### src/rtl/vsdcaravel_pkg.sv
// Shared definitions for the housekeeping SPI block: register addresses,
// command codes, configuration reset values and the transaction state type.
package vsdcaravel_pkg;

    localparam logic [7:0] ADDR_MFGR_HI    = 8'h01;
    localparam logic [7:0] ADDR_MFGR_LO    = 8'h02;
    localparam logic [7:0] ADDR_PROD       = 8'h03;
    localparam logic [7:0] ADDR_USER0      = 8'h04;
    localparam logic [7:0] ADDR_USER1      = 8'h05;
    localparam logic [7:0] ADDR_USER2      = 8'h06;
    localparam logic [7:0] ADDR_USER3      = 8'h07;
    localparam logic [7:0] ADDR_PLL_ENA    = 8'h08;
    localparam logic [7:0] ADDR_PLL_BYPASS = 8'h09;
    localparam logic [7:0] ADDR_IRQ        = 8'h0A;
    localparam logic [7:0] ADDR_EXT_RESET  = 8'h0B;
    localparam logic [7:0] ADDR_TRIM0      = 8'h0D;
    localparam logic [7:0] ADDR_TRIM1      = 8'h0E;
    localparam logic [7:0] ADDR_TRIM2      = 8'h0F;
    localparam logic [7:0] ADDR_TRIM3      = 8'h10;
    localparam logic [7:0] ADDR_PLL_DIV    = 8'h11;
    localparam logic [7:0] ADDR_FB_DIV     = 8'h12;

    localparam logic [1:0] CMD_NOP   = 2'b00;
    localparam logic [1:0] CMD_READ  = 2'b01;
    localparam logic [1:0] CMD_WRITE = 2'b10;
    localparam logic [1:0] CMD_RDWR  = 2'b11;

    localparam logic        RST_PLL_ENA     = 1'b0;
    localparam logic        RST_PLL_DCO_ENA = 1'b1;
    localparam logic        RST_PLL_BYPASS  = 1'b1;
    localparam logic        RST_IRQ         = 1'b0;
    localparam logic        RST_EXT_RESET   = 1'b0;
    localparam logic [25:0] RST_PLL_TRIM    = 26'h3FFEFFF;
    localparam logic [2:0]  RST_PLL_DIV     = 3'd2;
    localparam logic [2:0]  RST_PLL_SEL     = 3'd2;
    localparam logic [4:0]  RST_PLL_FB_DIV  = 5'd4;

    typedef enum logic [1:0] {
        ST_IDLE,
        ST_COMMAND,
        ST_ADDRESS,
        ST_DATA
    } hk_state_e;

endpackage

### src/rtl/vsdcaravel_hkspi_slave.sv
// Mode-0 SPI slave sampled in the system clock domain; presents a simple
// addr/wdata/we/rdata register port to the enclosing register file.
module hkspi_slave
    import vsdcaravel_pkg::*;
(
    input  logic       clock,
    input  logic       resetb,
    input  logic       hk_sck,
    input  logic       hk_csb,
    input  logic       hk_sdi,
    output logic       hk_sdo,
    output logic       hk_sdo_oe,
    output logic [7:0] reg_addr,
    output logic [7:0] reg_wdata,
    output logic       reg_we,
    input  logic [7:0] reg_rdata
);

    logic [1:0] sck_sync_q, sck_sync_d;
    logic [1:0] csb_sync_q, csb_sync_d;
    logic [1:0] sdi_sync_q, sdi_sync_d;
    logic       sck_prev_q, sck_prev_d;
    logic       armed_q, armed_d;
    hk_state_e  state_q, state_d;
    logic [2:0] bit_cnt_q, bit_cnt_d;
    logic [7:0] shift_in_q, shift_in_d;
    logic [7:0] shift_out_q, shift_out_d;
    logic [7:0] addr_q, addr_d;
    logic       rd_mode_q, rd_mode_d;
    logic       wr_mode_q, wr_mode_d;

    logic       sck_s, csb_s, sdi_s;
    logic       sck_rise, sck_fall, byte_done;
    logic [7:0] shift_next;

    assign sck_s      = sck_sync_q[1];
    assign csb_s      = csb_sync_q[1];
    assign sdi_s      = sdi_sync_q[1];
    assign sck_rise   = sck_s & ~sck_prev_q;
    assign sck_fall   = ~sck_s & sck_prev_q;
    assign shift_next = {shift_in_q[6:0], sdi_s};
    assign byte_done  = sck_rise && (bit_cnt_q == 3'd7);

    assign reg_addr  = addr_q;
    assign reg_wdata = shift_next;
    assign hk_sdo_oe = (state_q == ST_DATA) && rd_mode_q;
    assign hk_sdo    = hk_sdo_oe & shift_out_q[7];

    always_comb begin
        sck_sync_d  = {sck_sync_q[0], hk_sck};
        csb_sync_d  = {csb_sync_q[0], hk_csb};
        sdi_sync_d  = {sdi_sync_q[0], hk_sdi};
        sck_prev_d  = sck_s;
        armed_d     = armed_q;
        state_d     = state_q;
        bit_cnt_d   = bit_cnt_q;
        shift_in_d  = shift_in_q;
        shift_out_d = shift_out_q;
        addr_d      = addr_q;
        rd_mode_d   = rd_mode_q;
        wr_mode_d   = wr_mode_q;
        reg_we      = 1'b0;

        // A frame may only start after chip select has been seen high; this
        // covers both reset release mid-frame and the rest of a no-op frame.
        if (csb_s) begin
            armed_d   = 1'b1;
            state_d   = ST_IDLE;
            bit_cnt_d = 3'd0;
        end else if (state_q == ST_IDLE) begin
            if (armed_q) begin
                state_d   = ST_COMMAND;
                bit_cnt_d = 3'd0;
            end
        end else begin
            if (sck_rise) begin
                shift_in_d = shift_next;
                bit_cnt_d  = bit_cnt_q + 3'd1;
            end
            if (byte_done) begin
                case (state_q)
                    ST_COMMAND: begin
                        rd_mode_d = (shift_next[7:6] == CMD_READ) || (shift_next[7:6] == CMD_RDWR);
                        wr_mode_d = (shift_next[7:6] == CMD_WRITE) || (shift_next[7:6] == CMD_RDWR);
                        if (shift_next[7:6] == CMD_NOP) begin
                            state_d = ST_IDLE;
                            armed_d = 1'b0;
                        end else begin
                            state_d = ST_ADDRESS;
                        end
                    end
                    ST_ADDRESS: begin
                        addr_d  = shift_next;
                        state_d = ST_DATA;
                    end
                    default: begin
                        reg_we = wr_mode_q;
                        addr_d = addr_q + 8'd1;
                    end
                endcase
            end
            if (sck_fall && (state_q == ST_DATA) && rd_mode_q) begin
                shift_out_d = (bit_cnt_q == 3'd0) ? reg_rdata : {shift_out_q[6:0], 1'b0};
            end
        end
    end

    always_ff @(posedge clock or negedge resetb) begin
        if (!resetb) begin
            sck_sync_q  <= 2'b00;
            csb_sync_q  <= 2'b00;
            sdi_sync_q  <= 2'b00;
            sck_prev_q  <= 1'b0;
            armed_q     <= 1'b0;
            state_q     <= ST_IDLE;
            bit_cnt_q   <= 3'd0;
            shift_in_q  <= 8'h00;
            shift_out_q <= 8'h00;
            addr_q      <= 8'h00;
            rd_mode_q   <= 1'b0;
            wr_mode_q   <= 1'b0;
        end else begin
            sck_sync_q  <= sck_sync_d;
            csb_sync_q  <= csb_sync_d;
            sdi_sync_q  <= sdi_sync_d;
            sck_prev_q  <= sck_prev_d;
            armed_q     <= armed_d;
            state_q     <= state_d;
            bit_cnt_q   <= bit_cnt_d;
            shift_in_q  <= shift_in_d;
            shift_out_q <= shift_out_d;
            addr_q      <= addr_d;
            rd_mode_q   <= rd_mode_d;
            wr_mode_q   <= wr_mode_d;
        end
    end

endmodule

### src/rtl/vsdcaravel.sv
// Housekeeping top level: holds the configuration register file behind the
// SPI slave and drives the PLL / reset / interrupt outputs from it.
module vsdcaravel
    import vsdcaravel_pkg::*;
#(
    parameter logic [11:0] MFGR_ID = 12'h456,
    parameter logic [7:0]  PROD_ID = 8'h11,
    parameter logic [31:0] USER_ID = 32'h0
) (
    input  logic        clock,
    input  logic        resetb,
    input  logic        hk_sck,
    input  logic        hk_csb,
    input  logic        hk_sdi,
    output logic        hk_sdo,
    output logic        hk_sdo_oe,
    output logic        ext_reset,
    output logic        pll_ena,
    output logic        pll_dco_ena,
    output logic        pll_bypass,
    output logic        irq,
    output logic [25:0] pll_trim,
    output logic [2:0]  pll_div,
    output logic [2:0]  pll_sel,
    output logic [4:0]  pll_fb_div
);

    logic [7:0] reg_addr, reg_wdata, reg_rdata;
    logic       reg_we;

    logic        pll_ena_q, pll_ena_d;
    logic        pll_dco_ena_q, pll_dco_ena_d;
    logic        pll_bypass_q, pll_bypass_d;
    logic        irq_q, irq_d;
    logic        ext_reset_q, ext_reset_d;
    logic [25:0] pll_trim_q, pll_trim_d;
    logic [2:0]  pll_div_q, pll_div_d;
    logic [2:0]  pll_sel_q, pll_sel_d;
    logic [4:0]  pll_fb_div_q, pll_fb_div_d;

    hkspi_slave u_hkspi (
        .clock     (clock),
        .resetb    (resetb),
        .hk_sck    (hk_sck),
        .hk_csb    (hk_csb),
        .hk_sdi    (hk_sdi),
        .hk_sdo    (hk_sdo),
        .hk_sdo_oe (hk_sdo_oe),
        .reg_addr  (reg_addr),
        .reg_wdata (reg_wdata),
        .reg_we    (reg_we),
        .reg_rdata (reg_rdata)
    );

    always_comb begin
        case (reg_addr)
            ADDR_MFGR_HI:    reg_rdata = {4'b0, MFGR_ID[11:8]};
            ADDR_MFGR_LO:    reg_rdata = MFGR_ID[7:0];
            ADDR_PROD:       reg_rdata = PROD_ID;
            ADDR_USER0:      reg_rdata = USER_ID[31:24];
            ADDR_USER1:      reg_rdata = USER_ID[23:16];
            ADDR_USER2:      reg_rdata = USER_ID[15:8];
            ADDR_USER3:      reg_rdata = USER_ID[7:0];
            ADDR_PLL_ENA:    reg_rdata = {6'b0, pll_dco_ena_q, pll_ena_q};
            ADDR_PLL_BYPASS: reg_rdata = {7'b0, pll_bypass_q};
            ADDR_IRQ:        reg_rdata = {7'b0, irq_q};
            ADDR_EXT_RESET:  reg_rdata = {7'b0, ext_reset_q};
            ADDR_TRIM0:      reg_rdata = pll_trim_q[7:0];
            ADDR_TRIM1:      reg_rdata = pll_trim_q[15:8];
            ADDR_TRIM2:      reg_rdata = pll_trim_q[23:16];
            ADDR_TRIM3:      reg_rdata = {6'b0, pll_trim_q[25:24]};
            ADDR_PLL_DIV:    reg_rdata = {2'b0, pll_sel_q, pll_div_q};
            ADDR_FB_DIV:     reg_rdata = {3'b0, pll_fb_div_q};
            default:         reg_rdata = 8'h00;
        endcase
    end

    // Read-only and unmapped addresses simply have no case arm here.
    always_comb begin
        pll_ena_d     = pll_ena_q;
        pll_dco_ena_d = pll_dco_ena_q;
        pll_bypass_d  = pll_bypass_q;
        irq_d         = irq_q;
        ext_reset_d   = ext_reset_q;
        pll_trim_d    = pll_trim_q;
        pll_div_d     = pll_div_q;
        pll_sel_d     = pll_sel_q;
        pll_fb_div_d  = pll_fb_div_q;
        if (reg_we) begin
            case (reg_addr)
                ADDR_PLL_ENA:    {pll_dco_ena_d, pll_ena_d} = reg_wdata[1:0];
                ADDR_PLL_BYPASS: pll_bypass_d = reg_wdata[0];
                ADDR_IRQ:        irq_d = reg_wdata[0];
                ADDR_EXT_RESET:  ext_reset_d = reg_wdata[0];
                ADDR_TRIM0:      pll_trim_d[7:0] = reg_wdata;
                ADDR_TRIM1:      pll_trim_d[15:8] = reg_wdata;
                ADDR_TRIM2:      pll_trim_d[23:16] = reg_wdata;
                ADDR_TRIM3:      pll_trim_d[25:24] = reg_wdata[1:0];
                ADDR_PLL_DIV:    {pll_sel_d, pll_div_d} = reg_wdata[5:0];
                ADDR_FB_DIV:     pll_fb_div_d = reg_wdata[4:0];
                default:         ;
            endcase
        end
    end

    always_ff @(posedge clock or negedge resetb) begin
        if (!resetb) begin
            pll_ena_q     <= RST_PLL_ENA;
            pll_dco_ena_q <= RST_PLL_DCO_ENA;
            pll_bypass_q  <= RST_PLL_BYPASS;
            irq_q         <= RST_IRQ;
            ext_reset_q   <= RST_EXT_RESET;
            pll_trim_q    <= RST_PLL_TRIM;
            pll_div_q     <= RST_PLL_DIV;
            pll_sel_q     <= RST_PLL_SEL;
            pll_fb_div_q  <= RST_PLL_FB_DIV;
        end else begin
            pll_ena_q     <= pll_ena_d;
            pll_dco_ena_q <= pll_dco_ena_d;
            pll_bypass_q  <= pll_bypass_d;
            irq_q         <= irq_d;
            ext_reset_q   <= ext_reset_d;
            pll_trim_q    <= pll_trim_d;
            pll_div_q     <= pll_div_d;
            pll_sel_q     <= pll_sel_d;
            pll_fb_div_q  <= pll_fb_div_d;
        end
    end

    assign pll_ena     = pll_ena_q;
    assign pll_dco_ena = pll_dco_ena_q;
    assign pll_bypass  = pll_bypass_q;
    assign irq         = irq_q;
    assign ext_reset   = ext_reset_q;
    assign pll_trim    = pll_trim_q;
    assign pll_div     = pll_div_q;
    assign pll_sel     = pll_sel_q;
    assign pll_fb_div  = pll_fb_div_q;

endmodule

### config.mk
export PLATFORM = sky130hd
export DESIGN_NAME = vsdcaravel
export DESIGN_NICKNAME = d
export VERILOG_FILES = /design/src/rtl/vsdcaravel_pkg.sv /design/src/rtl/vsdcaravel_hkspi_slave.sv /design/src/rtl/vsdcaravel.sv
export SDC_FILE = /design/constraint.sdc
export NUM_CORES = 1
export LEC_CHECK = 0
export CAP_MARGIN = 40
export CORE_MARGIN = 2
export CORE_UTILIZATION = 35
export CTS_CLUSTER_SIZE = 30
export DETAILED_ROUTE_END_ITERATION = 8
export PLACE_DENSITY = 0.63
export SLEW_MARGIN = 0
export SYNTH_ARGS = -nofsm -noshare
export SYNTH_HDL_FRONTEND = slang
export SYNTH_SLANG_ARGS = --single-unit
### constraint.sdc
create_clock -name clock -period 2.3 [get_ports clock]
set_clock_uncertainty 0.15 [all_clocks]
set_input_delay 0.575 -clock clock [delete_from_list [all_inputs] [get_ports clock]]
set_output_delay 0.575 -clock clock [all_outputs]
set_load 0.02 [all_outputs]
==> impl_metrics.tcl, run 1 <==
set metrics [dict create \
    tightest_slew_ns 0.5210 \
    synth_area_um2 3989 \
    synth_most_common_cell "dfrtp_1" \
    die_h_um 110.8 \
    grt_usage_pct 16.97 \
    crit_fanout 3 \
    area_growth_pct 25.85 \
    dr_wl_met2_mm 4.978 \
    clk_pin_slew_ns 0.06 \
    crit_family "buffers and inverters" \
    arrival_ns 1.52 \
    viasPerCell 5.412 \
    synth-edff-count 0 \
    dr.pass1.iters 5 \
    clock-sinks 80 \
    critical_path.slowest_cell "clkdlybuf4s50_1" \
    synth_top_area_cell "dfrtp_1" \
    synth_top_area_share_pct 31.37 \
    ios 49 \
    cts_hold_buf 0 \
    synth_common_cells "50 x dfrtp_1, 49 x mux2_2, 30 x dfstp_2" \
    synth_seq_area_share_pct 51.13 \
    crit_type "flop to primary output" \
    numCtsBuffers 9 \
    grt_pass1_wl_mm 16.44 \
    hold_class "primary input to async pin" \
    avgSynthCellArea_um2 11.80 \
    power_w 0.003258 \
    clock_latency_ns 0.34 \
    grt_pass1_vias 3008 \
    std_cell_rows 38 \
    place_hpwl_mm 7.363 \
    overflow 0 \
    cts_root_buf "clkbuf_16" \
    grt_max_degree 37 \
    start_util_pct 36.32 \
    tns_ns 0 \
    final_antenna_net_count 0 \
    nNetsFinal 419 \
    final_max_slew_viol_count 0 \
    die-area_um2 12270 \
    ir_drop_uv 539.5 \
    cp.required_ns 1.57 \
    wl_per_cell_um 18.73 \
    period_minus_slack_ns 2.247 \
    synth_fp_nets 354 \
    ys_ff_latch 80 \
    reg2reg_from "u_hkspi.state_q[0]" \
    grt_setup_unrepaired "no" \
    finalSetupViolations 0 \
    p_per_area_nw_per_um2 649.0 \
    via_count 2966 \
    synth_warnings 0 \
    syn_inst 338 \
    cts_buffer_depth 2 \
    startpoint "pll_trim[14]" \
    synthDistinctLibCells 58 \
    clock.fmax_mhz 445.0 \
    dieWidth_um 110.8 \
    path_cells "clkdlybuf4s50_1" \
    min_period_over_period_pct 97.70 \
    layout-drive-gt1-share_pct 35.05 \
    synth_flop_cell "dfrtp_1" \
    highest_layer "met4" \
    hold_viol 0 \
    power.static_leakage_nw 2.135 \
    cts_htree_levels 3 \
    first_iter_violations 210 \
    wl_mm 10.27 \
    core_area_um2 10980 \
    num-fill-cells 998 \
    antenna_found_initial 0 \
    wl_met3_um 426 \
    slew_headroom_pct 64.81 \
    crit_buf_inv 1 \
    cts_tree "yes" \
    yosys-top-cells-area "dfrtp_1 31%, dfstp_2 20%, mux2_2 14%, ha_1 3.5%, a21oi_1 2.1%" \
    endpoint_kind "primary output" \
    drc 0 \
    async_flop_share_pct 100.0 \
    io_buffers 48 \
    drt-met1-wl_mm 4.698 \
    diodes 0 \
    gp_congestion 0.8625 \
    drv_cap 0 \
    status "complete, no violations" \
    cpPeakStageDelay_ns 0.62 \
    critPathLaunchType "flop" \
]
-- sequential cells by signal (all words and copies together) (netlist names), 2 cells and up --
signal               flops
u_hkspi.shift_in_q       7
u_hkspi.shift_out_q      8
pll_sel                  3
pll_fb_div               5
u_hkspi.bit_cnt_q        3
pll_div                  3
pll_trim                26
u_hkspi.csb_sync_q       2
u_hkspi.sdi_sync_q       2
u_hkspi.sck_sync_q       2
u_hkspi.reg_addr         8
u_hkspi.state_q          2
-- cells in the final DEF (no fill, tap or decap), drive strengths merged, types with 2 or more instances in the layout --
cell           instances
nand3b                 2
nor2                  21
nor3b                  2
mux2                  52
buf                   28
inv                   11
a31oi                  3
a221oi                 2
clkdlybuf4s50         45
clkinv                 3
dfstp                 30
nor3                   6
clkbuf                13
o21ai                 15
a22o                   4
nand4                  2
nand3                  9
a21oi                 17
o2bb2ai                3
nand2                 20
o211ai                 3
and3                   5
and2                   2
a222oi                 6
ha                    11
nand2b                 3
or3                    2
o22ai                  6
a22oi                  8
dfrtp                 50
a32oi                  2
nor2b                  3
nor4                   2
mux2i                  4
-- layer usage --
metal  vias up  GRT usage [%]
li1       1370              -
met1      1517          22.98
met2        67          27.61
met3        12          2.734
met4         0          6.000
met5         -              0
-- metrics by stage --
stage	setup WS (ns)	hold WS [ns]	instances	utilization, %	instance area, µm²
2_1_floorplan	0.1345	0.1294	338	-	3989
3_3_place_gp	0.05734	0.1825	530	43.15	4740
3_5_place_dp	-0.01698	0.1847	530	43.15	4740
4_1_cts	-0.004081	0.04719	546	45.49	4996
5_1_grt	0.01192	0.07308	548	45.71	5020
6_report	0.05296	0.04043	548	45.71	5020
-- where the power goes --
part	internal, W	total [W]	switching (W)
combinational	0.000163	0.000361	0.000197
sequential	0.00147	0.00161	0.000141
clock	0.000727	0.00128	0.000558
total	0.00236	0.00326	0.000896
-- final timing paths --
check,to,slack (ns),cells after the start
max,pll_trim[14],0.05,1
min,u_hkspi.reg_addr[5],0.04,1
max reg2reg,pll_trim[12],0.10,7
min reg2reg,u_hkspi.sdi_sync_q[1],0.19,0
max in group asynchronous,pll_sel[1],1.32,2
min in group clock,u_hkspi.sdi_sync_q[1],0.19,0
-- area by class of cell --
cell class | count | area [µm²] | area share, %
Sequential cell | 80 | 2039 | 40.63
Multi-Input combinational cell | 227 | 1822 | 36.29
Timing Repair Buffer | 75 | 688.2 | 13.71
Clock buffer | 12 | 236.5 | 4.711
Tap cell | 140 | 175.2 | 3.490
Inverter | 10 | 37.54 | 0.7478
Clock inverter | 4 | 21.27 | 0.4237
-- cell families after synthesis --
logic type | Yosys count | synth area share [%]
simple gates | 84 | 12.61
flops | 80 | 51.13
compound gates | 76 | 13.43
mux | 56 | 15.87
buf+inv | 31 | 3.513
fa+ha+maj | 11 | 3.450
-- timing repair --
item	in CTS	in global routing
gates resized for setup	3	7
buffers inserted	0	2
cloned	0	0
endpoints found under the setup margin	7	22
pin swaps	0	2
No activity file was read; power rests on OpenSTA's default activity.
==> run 2: changes to the inputs <==
--- a/config.mk
+++ b/config.mk
@@ -5,12 +5,14 @@
 export SDC_FILE = /design/constraint.sdc
 export NUM_CORES = 1
 export LEC_CHECK = 0
+export ABC_AREA = 1
 export CAP_MARGIN = 40
 export CORE_MARGIN = 2
 export CORE_UTILIZATION = 35
+export CTS_CLUSTER_DIAMETER = 30
 export CTS_CLUSTER_SIZE = 30
 export DETAILED_ROUTE_END_ITERATION = 8
-export PLACE_DENSITY = 0.63
+export PLACE_DENSITY = 0.64
 export SLEW_MARGIN = 0
 export SYNTH_ARGS = -nofsm -noshare
 export SYNTH_HDL_FRONTEND = slang
==> run 2 against run 1 <==
Net effect: register-to-register slack better by 0.20 ns; final area down 4.1%; clock-buffer cell count down 1; power down 4.8%; sequential power down 6%; clock power down 6%; largest power group unchanged; highest routed layer unchanged.
==> impl_metrics.tcl, run 2 <==
set metrics [dict create \
    status "complete, no violations" \
    nNetsFinal 533 \
    crit_family "buffers and inverters" \
    ios 49 \
    crit_buf_inv 1 \
    grt_pass1_wl_mm 15.86 \
    drv_cap 0 \
    syn_inst 461 \
    ys_ff_latch 80 \
    grt_setup_unrepaired "no" \
    clk_pin_slew_ns 0.08 \
    endpoint_kind "primary output" \
    synth_seq_area_share_pct 52.09 \
    hold_viol 0 \
    die-area_um2 12050 \
    core_area_um2 10890 \
    std_cell_rows 38 \
    critical_path.slowest_cell "clkdlybuf4s50_1" \
    cts_htree_levels 3 \
    avgSynthCellArea_um2 8.492 \
    crit_fanout 3 \
    final_antenna_net_count 0 \
    hold_path_startpoint "u_hkspi.csb_sync_q[0]" \
    wl_mm 9.667 \
    synth_top_area_cell "dfrtp_1" \
    grt_usage_pct 17.43 \
    clock-sinks 80 \
    startpoint "pll_div[1]" \
    async_flop_share_pct 100.0 \
    cts_buffer_depth 2 \
    die_h_um 109.8 \
    wl_per_cell_um 14.60 \
    synth_warnings 0 \
    arrival_ns 1.53 \
    via_count 3294 \
    slew_headroom_pct 74.26 \
    synth-edff-count 0 \
    rrSetupSlack_ns 0.30 \
    p_per_area_nw_per_um2 644.3 \
    cp.required_ns 1.57 \
    whs_ns 0.2000 \
    synth_common_cells "136 x nand2_1, 50 x dfrtp_1, 40 x o21ai_0" \
    min_period_over_period_pct 97.95 \
    finalSetupViolations 0 \
    dr.pass1.iters 5 \
    layout-drive-gt1-share_pct 14.75 \
    start_util_pct 35.96 \
    place_hpwl_mm 7.038 \
    clock.fmax_mhz 443.9 \
    synth_fa_ha_area_share_pct 3.516 \
    gp_congestion 0.9064 \
    min_path_cells 0 \
    diodes 0 \
    power.static_leakage_nw 2.215 \
    synth_most_common_cell "nand2_1" \
    path_cells "clkdlybuf4s50_1" \
    clock_latency_ns 0.37 \
    synthDistinctLibCells 33 \
    overflow 0 \
    synth_flop_cell "dfrtp_1" \
    antenna_found_initial 0 \
    drc 0 \
    synth_compound_area_share_pct 13.20 \
    io_buffers 48 \
    dieWidth_um 109.8 \
    yosys-top-cells-area "dfrtp_1 32%, dfstp_2 20%, nand2_1 13%, o21ai_0 5.1%, inv_1 3.6%" \
    cpPeakStageDelay_ns 0.60 \
    r2r-end "u_hkspi.reg_addr[5]" \
    tns_ns 0 \
    hold_end "u_hkspi.csb_sync_q[1]" \
    synth_top_family_by_area "simple AND/OR/NAND/NOR gates" \
    synth_area_um2 3915 \
    grt_pass1_vias 3094 \
    largest_register_ffs 26 \
    numCtsBuffers 9 \
    first_iter_violations 275 \
    ir_drop_uv 283.6 \
    synth_top_area_share_pct 31.96 \
    yosys-mux-area-fraction_pct 0 \
    grt_max_degree 53 \
    most-common-layout-cells "136 x nand2_1, 50 x dfrtp_1, 40 x o21ai_0, 38 x inv_1, 38 x clkdlybuf4s50_1" \
    synthSimpleGateAreaFrac_pct 24.99 \
    reg2reg_from "u_hkspi.state_q[0]" \
    cts_root_buf "clkbuf_8" \
    crit_type "flop to primary output" \
    area_growth_pct 22.98 \
    yosys.area_share.xor_xnor_pct 0.4474 \
    critPathLaunchType "flop" \
    finish.utilization_pct 44.22 \
    reg2reg_depth 7 \
    final_max_slew_viol_count 0 \
    synth_fp_nets 477 \
    cts_tree "yes" \
    tightest_slew_ns 0.3861 \
    period_minus_slack_ns 2.253 \
    viasPerCell 4.976 \
    hold_class "flop to flop" \
    final_common_cell "nand2_1" \
]
run 2: changes by cell type in the layout (fill, tap and decap cells not counted), sizes merged, moves of 7 or more:
cell / previous run / this run
o21ai: 15 / 70
clkdlybuf4s50: 45 / 38
nand2: 20 / 141
nand3: 9 / 30
dlymetal6s2s: 0 / 7
nor2: 21 / 33
inv: 11 / 40
buf: 28 / 7
mux2: 52 / 0
run 2: worst max path at each step:
stage                                 end  slack, ns  cells after the start
finish                         pll_div[1]       0.05                      1
detailed placement                 hk_sdo       0.28                      4
floorplan           u_hkspi.shift_in_q[0]       0.50                      7
global placement                   hk_sdo       0.30                      4
global route                 pll_trim[13]      0.002                      1
CTS                          pll_trim[14]       0.02                      1
run 2: final cells by class:
cell class,instances,area (µm²)
repair buffers,55,560.5
well taps,140,175.2
clock inverters,5,78.83
clock buffers,11,151.4
fillers,1071,6073
flip-flops and latches,80,2039
inverters,42,158.9
multi-input cells,329,1650
run 2: power breakdown:
| group | total (W) | switching (W) | internal (W) |
|---|---|---|---|
| sequential | 0.00151 | 0.0000434 | 0.00147 |
| combinational | 0.000393 | 0.000299 | 0.0000945 |
| clock | 0.00120 | 0.000530 | 0.000669 |
run 2: repair_timing:
action / CTS / global route
gates resized for setup: 2 / 7
setup endpoints to repair: 2 / 7
buffers inserted: 0 / 0
pin swaps: 0 / 0
hold buffers: 1 / 0
endpoints found under the hold margin: 16 / 0
run 2: through the flow:
stage / setup WS, ns / instances / total power [W] / instance area (µm²)
floorplan: 0.5018 / 461 / 0.001773 / 3915
global placement: 0.3043 / 645 / 0.001916 / 4559
detailed placement: 0.2828 / 645 / 0.001929 / 4559
CTS: 0.01554 / 662 / 0.003132 / 4797
global route: 0.001502 / 662 / 0.003250 / 4815
finish: 0.04704 / 662 / 0.003102 / 4815
run 2: worst reg2reg max path: stages, from the launching register on:
cell	delay, ns
dfrtp_1	0.40
inv_1	0.10
ha_1	0.27
nor2_4	0.19
nand3_2	0.17
inv_1	0.29
o21ai_0	0.15
a22oi_1	0.19
run 2: metal layers:
layer / track usage, % / share of wire [%] / wire length (µm) / vias up
li1: - / - / - / 1621
met1: 23.59 / 46 / 4458 / 1570
met2: 27.69 / 48 / 4610 / 92
met3: 3.438 / 4.7 / 457 / 11
met4: 6.329 / 1.5 / 141 / 0
met5: 0 / 0 / 0 / -
run 2: kinds of logic after synthesis:
kind of cell,Yosys count
AND/OR/NAND/NOR,218
AO/OA/AOI/OAI,98
flip-flops,80
buffers and inverters,52
adder cells (fa/ha/maj),11
XOR/XNOR,2
==> run 3: changes to the inputs <==
==> constraint.sdc (replaced) <==
create_clock -name clock -period 1.8 [get_ports clock]
set_clock_uncertainty 0.15 [all_clocks]
set_input_delay 0.45 -clock clock [delete_from_list [all_inputs] [get_ports clock]]
set_output_delay 0.45 -clock clock [all_outputs]
set_load 0.02 [all_outputs]
==> run 3 against run 2 <==
Net effect: the flow now finishes with violations (setup timing); via count is 7.8% higher; flip-flop and latch count unchanged; first-iteration DRC count down 16%; clock-buffer cell count did not move; critical path depth is 9 higher; clock power grew 20%; wire length grew 11%; global-route usage rose by 1.6 points; combinational power grew 68%; die area unchanged; highest routed layer unchanged.
==> impl_metrics.tcl, run 3 (synthesized netlist as in run 2, its figures left out) <==
set metrics [dict create \
    nNetsFinal 583 \
    start_util_pct 35.96 \
    drc 0 \
    clock.fmax_mhz 547.7 \
    grt_max_degree 43 \
    cts_htree_levels 3 \
    pwr-share-seq_pct 47.9 \
    cts_buffer_depth 2 \
    reg2reg_depth 10 \
    place_hpwl_mm 7.607 \
    wl_mm 10.77 \
    ios 49 \
    tns_ns -0.07047 \
    clk_pin_slew_ns 0.08 \
    clock_latency_ns 0.35 \
    grt_pass1_vias 3474 \
    final_antenna_net_count 0 \
    min_period_over_period_pct 101.4 \
    overflow 0 \
    p_clk_share_pct 35.7 \
    layout-drive-gt1-share_pct 33.22 \
    crit_type "flop to flop" \
    p_int_w 0.002825 \
    dr.pass1.iters 5 \
    wl_per_cell_um 15.13 \
    gp_congestion 0.8275 \
    first_iter_violations 231 \
    numCtsBuffers 9 \
    setup_ws_ns -0.02575 \
    power.static_leakage_nw 2.446 \
    dieWidth_um 109.8 \
    io_buffers 48 \
    status "finished, violations left" \
    antenna_found_initial 0 \
    core_area_um2 10890 \
    hold_viol 0 \
    arrival_ns 1.91 \
    switching_share_pct 29.84 \
    period_minus_slack_ns 1.826 \
    final_common_cell "nand2_1" \
    cts_root_buf "clkbuf_8" \
    clock-sinks 80 \
    grt_pass1_wl_mm 17.38 \
    area_growth_pct 35.57 \
    cts_tree "yes" \
    comb_power_share_pct 16.4 \
    p_per_area_nw_per_um2 758.7 \
    tightest_slew_ns 0.4412 \
    final_max_slew_viol_count 0 \
    grt_usage_pct 18.99 \
    most-common-layout-cells "134 x nand2_1, 47 x buf_4, 47 x dfrtp_1, 37 x o21ai_1, 33 x inv_1" \
    std_cell_rows 38 \
    endpoint_kind "flop" \
    violations "setup timing" \
    hold_path_startpoint "u_hkspi.sck_sync_q[0]" \
    min_path_cells 0 \
    diodes 0 \
    r2r-end "u_hkspi.shift_out_q[0]" \
    finalSetupViolations 4 \
    placed_cell_area_um2 4890 \
    largest_register_ffs 26 \
    p_sw_w 0.001202 \
    drv_cap 0 \
    ir_drop_uv 399.7 \
    viasPerCell 4.987 \
    slew_headroom_pct 70.20 \
    die-area_um2 12050 \
    critPathLaunchType "flop" \
    via_count 3551 \
    cp.required_ns 1.89 \
    hold_class "flop to flop" \
    reg2reg_from "u_hkspi.reg_addr[1]" \
    die_h_um 109.8 \
    crit_fanout 7 \
    rrSetupSlack_ns -0.03 \
    numPlacedInstances 684 \
    finish.utilization_pct 48.75 \
    grt_setup_unrepaired "yes" \
    hold_end "u_hkspi.sck_sync_q[1]" \
    final_area_um2 5308 \
    fin_cells 712 \
]
run 3: worst max-delay path by stage:
| stage | start | to | cells past startpoint |
|---|---|---|---|
| 2_1_floorplan | u_hkspi.state_q[0] | u_hkspi.shift_in_q[0] | 7 |
| 3_3_place_gp | u_hkspi.state_q[0] | hk_sdo | 4 |
| 3_5_place_dp | u_hkspi.state_q[0] | hk_sdo | 4 |
| 4_1_cts | u_hkspi.state_q[0] | hk_sdo | 4 |
| 5_1_grt | u_hkspi.reg_addr[0] | u_hkspi.shift_out_q[1] | 11 |
| 6_report | u_hkspi.reg_addr[1] | u_hkspi.shift_out_q[0] | 10 |
run 3: power by group through the flow:
stage	registers [W]	clock network (W)	logic [W]
after global routing	0.00194	0.00155	0.000730
after CTS	0.00193	0.00146	0.000629
final	0.00193	0.00144	0.000659
after floorplan	0.00195	0	0.000319
after detailed placement	0.00196	0	0.000606
after global placement	0.00196	0	0.000589
run 3: area by class of cell:
type                    count  area, µm²
clock buffers              11      151.4
clock inverters             5      65.06
fillers                  1022       5580
inverters                  42      171.4
multi-input cells         329       1818
flip-flops and latches     80       2043
well taps                 140      175.2
repair buffers            105      883.3
run 3: repair_timing:
item | in CTS | in global routing
gates cloned | 1 | 1
pin swaps | 4 | 6
hold endpoints to repair | 7 | 0
resized for setup | 138 | 60
buffers inserted | 0 | 9
hold buffers | 1 | 0
endpoints found under the setup margin | 63 | 74
run 3: metrics by stage:
step	power [W]	hold WS (ns)	setup slack [ns]
5_1_grt	0.004218	0.2252	-0.1174
4_1_cts	0.004022	0.2095	-0.04005
3_3_place_gp	0.002544	0.1589	-0.04421
6_report	0.004027	0.2133	-0.02575
3_5_place_dp	0.002567	0.1604	-0.08913
2_1_floorplan	0.002265	0.004409	0.001769
run 3: worst max-delay path, stage by stage, from the launching register on:
cell and delay [ns]:
dfrtp_1 0.42, buf_4 0.15, ha_2 0.19, nand2_1 0.15, inv_4 0.08, nand3_1 0.08, nand2_1 0.07, nor2_1 0.09
nand3_1 0.14, nand3_1 0.11, nand2_1 0.06
run 3: metal layers:
metal	up-vias	GRT usage, %	wire, µm
li1	1728	-	-
met1	1709	25.49	4838
met2	92	31.00	5288
met3	22	2.845	413
met4	0	7.143	232
met5	-	0	0
